<file path="config.mk">
export PLATFORM = sky130hd
export DESIGN_NAME = axis_i2s_tx
export DESIGN_NICKNAME = d
export VERILOG_FILES = /design/src/rtl/audio_pkg.sv /design/src/rtl/sync_fifo.sv /design/src/rtl/axis_i2s_tx.sv
export SDC_FILE = /design/constraint.sdc
export NUM_CORES = 1
export LEC_CHECK = 0
export ABC_AREA = 1
export ABC_CLOCK_PERIOD_IN_PS = 3800
export BUFFER_PORTS_ARGS = -buffer_cell sky130_fd_sc_hd__clkbuf_2
export CAP_MARGIN = 25
export CORE_MARGIN = 4
export CORE_UTILIZATION = 58
export CTS_BUF_LIST = sky130_fd_sc_hd__clkbuf_4
export CTS_CLUSTER_SIZE = 40
export DETAILED_ROUTE_END_ITERATION = 8
export GPL_TIMING_DRIVEN = 0
export PLACE_DENSITY = 0.76
export RECOVER_POWER = 50
export SETUP_SLACK_MARGIN = 0.1
export SLEW_MARGIN = 20
export SYNTH_ARGS = -nofsm -noshare
export SYNTH_HDL_FRONTEND = slang
export SYNTH_SLANG_ARGS = --single-unit
</file>
<file path="constraint.sdc">
create_clock -name clk -period 3.8 [get_ports clk]
set_input_delay 0.76 -clock clk [delete_from_list [all_inputs] [get_ports clk]]
set_output_delay 0.76 -clock clk [all_outputs]
set_load 0.005 [all_outputs]
</file>
<file path="src/rtl/audio_pkg.sv">
// Shared audio definitions: default sample width, I2S timebase bit positions, stereo frame type.
package audio_pkg;

  localparam int unsigned AUDIO_DW = 24;

  // 10-bit timebase: MCLK = clk/2, SCLK = clk/16, LRCK = clk/1024
  localparam int unsigned CNT_W    = 10;
  localparam int unsigned MCLK_BIT = 0;
  localparam int unsigned SCLK_BIT = 3;
  localparam int unsigned LRCK_BIT = 9;

  // One SCLK period per bit slot, 32 slots per channel
  localparam int unsigned SLOT_LSB = 4;
  localparam int unsigned SLOT_W   = 5;
  localparam int unsigned SLOT_CNT = 32;

  typedef struct packed {
    logic [AUDIO_DW-1:0] left;
    logic [AUDIO_DW-1:0] right;
  } stereo_frame_t;

endpackage

</file>
<file path="src/rtl/sync_fifo.sv">
// Single-clock show-ahead FIFO; a pop on the same cycle frees room for a push into a full FIFO.
module sync_fifo #(
  parameter int unsigned WIDTH = 48,
  parameter int unsigned DEPTH = 4
) (
  input  logic                   clk,
  input  logic                   rst_n,
  input  logic                   push,
  input  logic [WIDTH-1:0]       din,
  input  logic                   pop,
  output logic [WIDTH-1:0]       dout,
  output logic                   empty,
  output logic                   full,
  output logic                   ready,
  output logic [$clog2(DEPTH):0] level
);

  localparam int unsigned AW    = $clog2(DEPTH);
  localparam int unsigned LVL_W = AW + 1;

  logic [WIDTH-1:0] mem [DEPTH];
  logic [AW-1:0]    wr_ptr;
  logic [AW-1:0]    rd_ptr;
  logic             do_push;
  logic             do_pop;
  logic [LVL_W-1:0] level_d;

  assign empty   = (level == '0);
  assign full    = (level == LVL_W'(DEPTH));
  assign dout    = mem[rd_ptr];
  assign do_pop  = pop && !empty;
  assign do_push = push && (!full || do_pop);
  assign level_d = level - LVL_W'(do_pop) + LVL_W'(do_push);

  // Storage array; contents are don't-care until written
  always_ff @(posedge clk) begin
    if (do_push) mem[wr_ptr] <= din;
  end

  // Pointers, occupancy and registered not-full flag
  always_ff @(posedge clk or negedge rst_n) begin
    if (!rst_n) begin
      wr_ptr <= '0;
      rd_ptr <= '0;
      level  <= '0;
      ready  <= 1'b0;
    end else begin
      if (do_push) wr_ptr <= wr_ptr + AW'(1);
      if (do_pop)  rd_ptr <= rd_ptr + AW'(1);
      level <= level_d;
      ready <= (level_d != LVL_W'(DEPTH));
    end
  end

endmodule

</file>
<file path="src/rtl/axis_i2s_tx.sv">
// AXIS audio to Philips I2S serialiser: pairs L/R beats into frames, buffers them, drives MCLK/SCLK/LRCK/SDOUT.
module axis_i2s_tx
  import audio_pkg::*;
#(
  parameter int unsigned DATA_WIDTH = AUDIO_DW,
  parameter int unsigned FIFO_DEPTH = 4
) (
  input  logic                        clk,
  input  logic                        rst_n,
  input  logic [DATA_WIDTH-1:0]       s_axis_data,
  input  logic                        s_axis_valid,
  output logic                        s_axis_ready,
  input  logic                        s_axis_last,
  output logic                        tx_mclk,
  output logic                        tx_sclk,
  output logic                        tx_lrck,
  output logic                        tx_sdout,
  output logic [$clog2(FIFO_DEPTH):0] fifo_level,
  output logic                        err_overflow,
  output logic                        err_underrun,
  output logic                        err_misalign
);

  typedef struct packed {
    logic [DATA_WIDTH-1:0] left;
    logic [DATA_WIDTH-1:0] right;
  } frame_t;

  localparam int unsigned FRAME_W      = $bits(frame_t);
  // Places the sample MSB in slot 1, leaving slot 0 as the one-bit I2S delay
  localparam int unsigned SAMPLE_SHIFT = SLOT_CNT - 1 - DATA_WIDTH;

  logic [CNT_W-1:0]      cnt;
  logic                  frame_end;
  logic [SLOT_W-1:0]     slot;
  logic [DATA_WIDTH-1:0] chan_sample;
  logic [SLOT_CNT-1:0]   slot_word;
  frame_t                frame_q;
  logic [FRAME_W-1:0]    fifo_din;
  logic [FRAME_W-1:0]    fifo_dout;
  logic                  fifo_empty;
  logic                  fifo_full;
  logic [DATA_WIDTH-1:0] left_q;
  logic                  left_pend;
  logic                  push_req;

  assign frame_end   = (cnt == '1);
  assign slot        = cnt[LRCK_BIT-1:SLOT_LSB];
  assign chan_sample = cnt[LRCK_BIT] ? frame_q.right : frame_q.left;
  assign slot_word   = SLOT_CNT'(chan_sample) << SAMPLE_SHIFT;
  assign push_req    = s_axis_valid && s_axis_last && left_pend;
  assign fifo_din    = {left_q, s_axis_data};

  // Free-running timebase and derived I2S clocks
  always_ff @(posedge clk or negedge rst_n) begin
    if (!rst_n) begin
      cnt     <= '0;
      tx_mclk <= 1'b0;
      tx_sclk <= 1'b0;
      tx_lrck <= 1'b0;
    end else begin
      cnt     <= cnt + CNT_W'(1);
      tx_mclk <= cnt[MCLK_BIT];
      tx_sclk <= cnt[SCLK_BIT];
      tx_lrck <= cnt[LRCK_BIT];
    end
  end

  // Serial data changes only at the start of each bit slot (SCLK falling)
  always_ff @(posedge clk or negedge rst_n) begin
    if (!rst_n) begin
      tx_sdout <= 1'b0;
    end else if (cnt[SLOT_LSB-1:0] == '0) begin
      tx_sdout <= slot_word[~slot];
    end
  end

  // Frame register reloads only at the frame boundary; empty FIFO plays silence
  always_ff @(posedge clk or negedge rst_n) begin
    if (!rst_n) begin
      frame_q      <= '0;
      err_underrun <= 1'b0;
    end else begin
      err_underrun <= frame_end && fifo_empty;
      if (frame_end) begin
        if (fifo_empty) frame_q <= '0;
        else            frame_q <= frame_t'(fifo_dout);
      end
    end
  end

  // Left/right pairing; every valid beat is consumed, errors are flagged rather than stalled
  always_ff @(posedge clk or negedge rst_n) begin
    if (!rst_n) begin
      left_q       <= '0;
      left_pend    <= 1'b0;
      err_misalign <= 1'b0;
      err_overflow <= 1'b0;
    end else begin
      err_misalign <= 1'b0;
      err_overflow <= push_req && fifo_full && !frame_end;
      if (s_axis_valid) begin
        if (!s_axis_last) begin
          left_q       <= s_axis_data;
          left_pend    <= 1'b1;
          err_misalign <= left_pend;
        end else begin
          left_pend    <= 1'b0;
          err_misalign <= !left_pend;
        end
      end
    end
  end

  sync_fifo #(
    .WIDTH (FRAME_W),
    .DEPTH (FIFO_DEPTH)
  ) u_fifo (
    .clk   (clk),
    .rst_n (rst_n),
    .push  (push_req),
    .din   (fifo_din),
    .pop   (frame_end),
    .dout  (fifo_dout),
    .empty (fifo_empty),
    .full  (fifo_full),
    .ready (s_axis_ready),
    .level (fifo_level)
  );

endmodule

</file>
==> results.cfg <==
[clock_tree]
root_buffer = clkbuf_4
cts_buffer_depth = 3
cts_tree = built
cts_resized = 0
h-tree-depth = 3
cts_made_buffers = 71
clkLatencyLatePin_ps = 670
worst_setup_hold_path_clk_slew_ps = 60
cts_sinks = 290

[worst_setup_path]
crit_required_ps = 4390
path_max_fanout = 75
endpoint_kind = async pin
critical_path.top_delay_family = buffers and inverters
regToRegEndpoint = u_fifo.mem[2][5]$_DFFE_PP_
crit_slowest_cell = clkbuf_4
arrival_ps = 3440
reg2reg_depth = 10
crit_chain = dlygate4sd3_1, clkbuf_1, clkbuf_4
r2r_start = cnt[4]$_DFF_PN0_
worst-r2r-setup-slack_ps = 960
crit_type = in2async
critPathBufInv = 3
slowest_delay_ps = 1060
critPathLaunchType = input pin

[placement]
gp_congestion = 0.8709
hpwl_mm = 17.64
placed_cells = 1202
place_ws_ps = 1044
port_buffers = 38

[die]
start_util_pct = 58.93
die_h_um = 148.4
die_area_um2 = 22020
ioPinCount = 39
die-width_um = 148.4
rows = 51
core_area_um2 = 19400

[yosys]
synth-seq-cells = 290
yosysSeqAreaShare_pct = 71.89
netlist_area_um2 = 11430
synthTopCellsByCount = 222 x nand2_1, 192 x edfxtp_1, 98 x dfrtp_1
synthDistinctLibCells = 34
yosysTopAreaCellShare_pct = 50.44
async_flop_share_pct = 33.79
synth.largest_area_cell = edfxtp_1
synthCells = 890
syn-mean-instance-area_um2 = 12.84
synth_ff_type = edfxtp_1
synth-edff-count = 192
synth.area.top_cells = edfxtp_1 50%, dfrtp_1 21%, nand2_1 7.3%, a32o_1 4.2%, mux2_2 2.4%
synth_fp_nets = 926
synth_warnings = 0
yosysMostFrequentCell = nand2_1

[detailed_routing]
drc_errors = 0
routed_wl_mm = 26.62
ant_nets = 0
via_count = 7637
wl_per_cell_um = 19.99
viasPerCell = 5.733
drt_iter0_drc = 708
first_pass_iters = 6

[timing]
finalHoldViolations = 0
rsz0062_at_grt = no
tightest_slew_ps = 1397
slew_violations = 0
skew_ps = 46.51
finalCritPeriodShare_pct = 74.89
fmax_mhz = 351.4
slew-limit-headroom_pct = 6.862
setup_viol = 0
fin_ws_ps = 954.0
fin_crit_ps = 2846

[layout]
synthToLayoutAreaGrowth_pct = 14.72
drive_gt1_share_pct = 18.11
fin_util_pct = 67.60
fillers = 1433
fin_nets = 1047
fin_cells = 1332

[job]
max-cap-violations = 0

[worst_hold_path]
min_path_type = in2reg
worstHoldStart = s_axis_valid
hold_path_depth = 3
min_to = err_misalign$_DFF_PN0_

[power]
p_leak_nw = 5.226
power_density_nw_per_um2 = 511.6
ir_drop_mv = 0.3017

[outcome]
status = finished, final reports clean

[global_routing]
antenna_found_initial = 1
grt_max_degree = 76
grt_pass1_wl_mm = 41.85
grt_overflow = 0
grt_pass1_vias = 7731
track_usage_pct = 25.02
## worst max-delay path by stage
stage,start,to,cells after the start
6_report,rst_n,left_q[4]$_DFFE_PN0P_,3
5_1_grt,rst_n,left_q[8]$_DFFE_PN0P_,3
4_1_cts,cnt[0]$_DFF_PN0_,u_fifo.mem[2][10]$_DFFE_PP_,10
3_5_place_dp,cnt[0]$_DFF_PN0_,u_fifo.mem[2][28]$_DFFE_PP_,10
3_3_place_gp,cnt[0]$_DFF_PN0_,u_fifo.mem[2][25]$_DFFE_PP_,9
2_1_floorplan,cnt[0]$_DFF_PN0_,u_fifo.mem[0][0]$_DFFE_PP_,9
## kinds of logic (layout without fill, tap and decap cells)
kind of cell	after synthesis	count (layout)	share of synthesized area (%)
DFF	290	290	71.89
and+or+nand+nor	280	280	10.04
xor gates and xnor gates	13	13	0.9961
other	0	1	0
AOI/OAI and AO/OA	164	164	9.818
adders and majority gates	8	8	0.9413
muxes	24	24	2.364
buffers and inverters	111	287	3.951
## power breakdown
part | leakage [nW] | switching, W | internal (W)
clock | 0.564 | 0.00116 | 0.00145
combinational | 1.65 | 0.000254 | 0.000159
sequential | 3.02 | 0.0000995 | 0.00358
## layout make-up
| class | count | area, µm² | share of cell area, % |
|---|---|---|---|
| plain buffers | 52 | 226.5 | 1.727 |
| clock inverters | 18 | 121.4 | 0.9255 |
| diodes | 1 | 2.502 | 0.01908 |
| well taps | 265 | 331.6 | 2.528 |
| clock buffers | 110 | 825.8 | 6.297 |
| multi-input cells | 489 | 2791 | 21.29 |
| flip-flops and latches | 290 | 8218 | 62.67 |
| inverters | 59 | 224.0 | 1.708 |
| repair buffers | 48 | 372.9 | 2.843 |
## sequential cells by signal, indices dropped and copies added, names as in the netlist
name	flops
cnt	10
err_misalign	1
err_overflow	1
err_underrun	1
frame_q	48
left_pend	1
left_q	24
tx_lrck	1
tx_mclk	1
tx_sclk	1
tx_sdout	1
u_fifo.level	3
u_fifo.mem	192
u_fifo.rd_ptr	2
u_fifo.ready	1
u_fifo.wr_ptr	2
## metrics by stage
stage	instance area [µm²]	hold WS [ps]	power, W	TNS [ps]
2_1_floorplan	11430	368.9	0.003936	-1611
3_3_place_gp	11950	402.6	0.004088	-347950
3_5_place_dp	12220	404.3	0.004160	0
4_1_cts	13170	298.5	0.006778	0
5_1_grt	13110	338.7	0.007024	0
6_report	13110	369.0	0.006709	0
## per-layer routing
layer / share of wire, % / track usage, % / vias to the layer above
li1: - / - / 3466
met1: 41 / 33.72 / 3796
met2: 49 / 41.11 / 319
met3: 7.2 / 4.845 / 56
met4: 2.4 / 9.284 / 0
met5: 0 / 0 / -
## cells in the final DEF (no fill, tap or decap), types with 16 or more instances in the layout
master	instances
dfrtp_1	98
a21oi_1	52
a32o_1	48
nand3_1	30
buf_2	16
o21ai_0	22
clkbuf_4	111
o22ai_1	33
nand2_1	222
clkbuf_1	60
edfxtp_1	192
inv_1	55
mux2_2	24
## what timing repair did
| item | in CTS | in global routing |
|---|---|---|
| setup buffers | 0 | 0 |
| hold buffers | 1 | 0 |
| hold endpoints to repair | 23 | 0 |
## worst register-to-register path, stage by stage (launching register included)
cell	delay, ps
dfrtp_1	320
clkbuf_1	300
nand2_1	180
nor3_4	210
nand2_1	100
nor2_1	120
nand3_2	210
nand2_1	150
nand2_2	180
nor2_4	530
buf_16	240
Note: power is estimated with default switching activity, not from simulation.
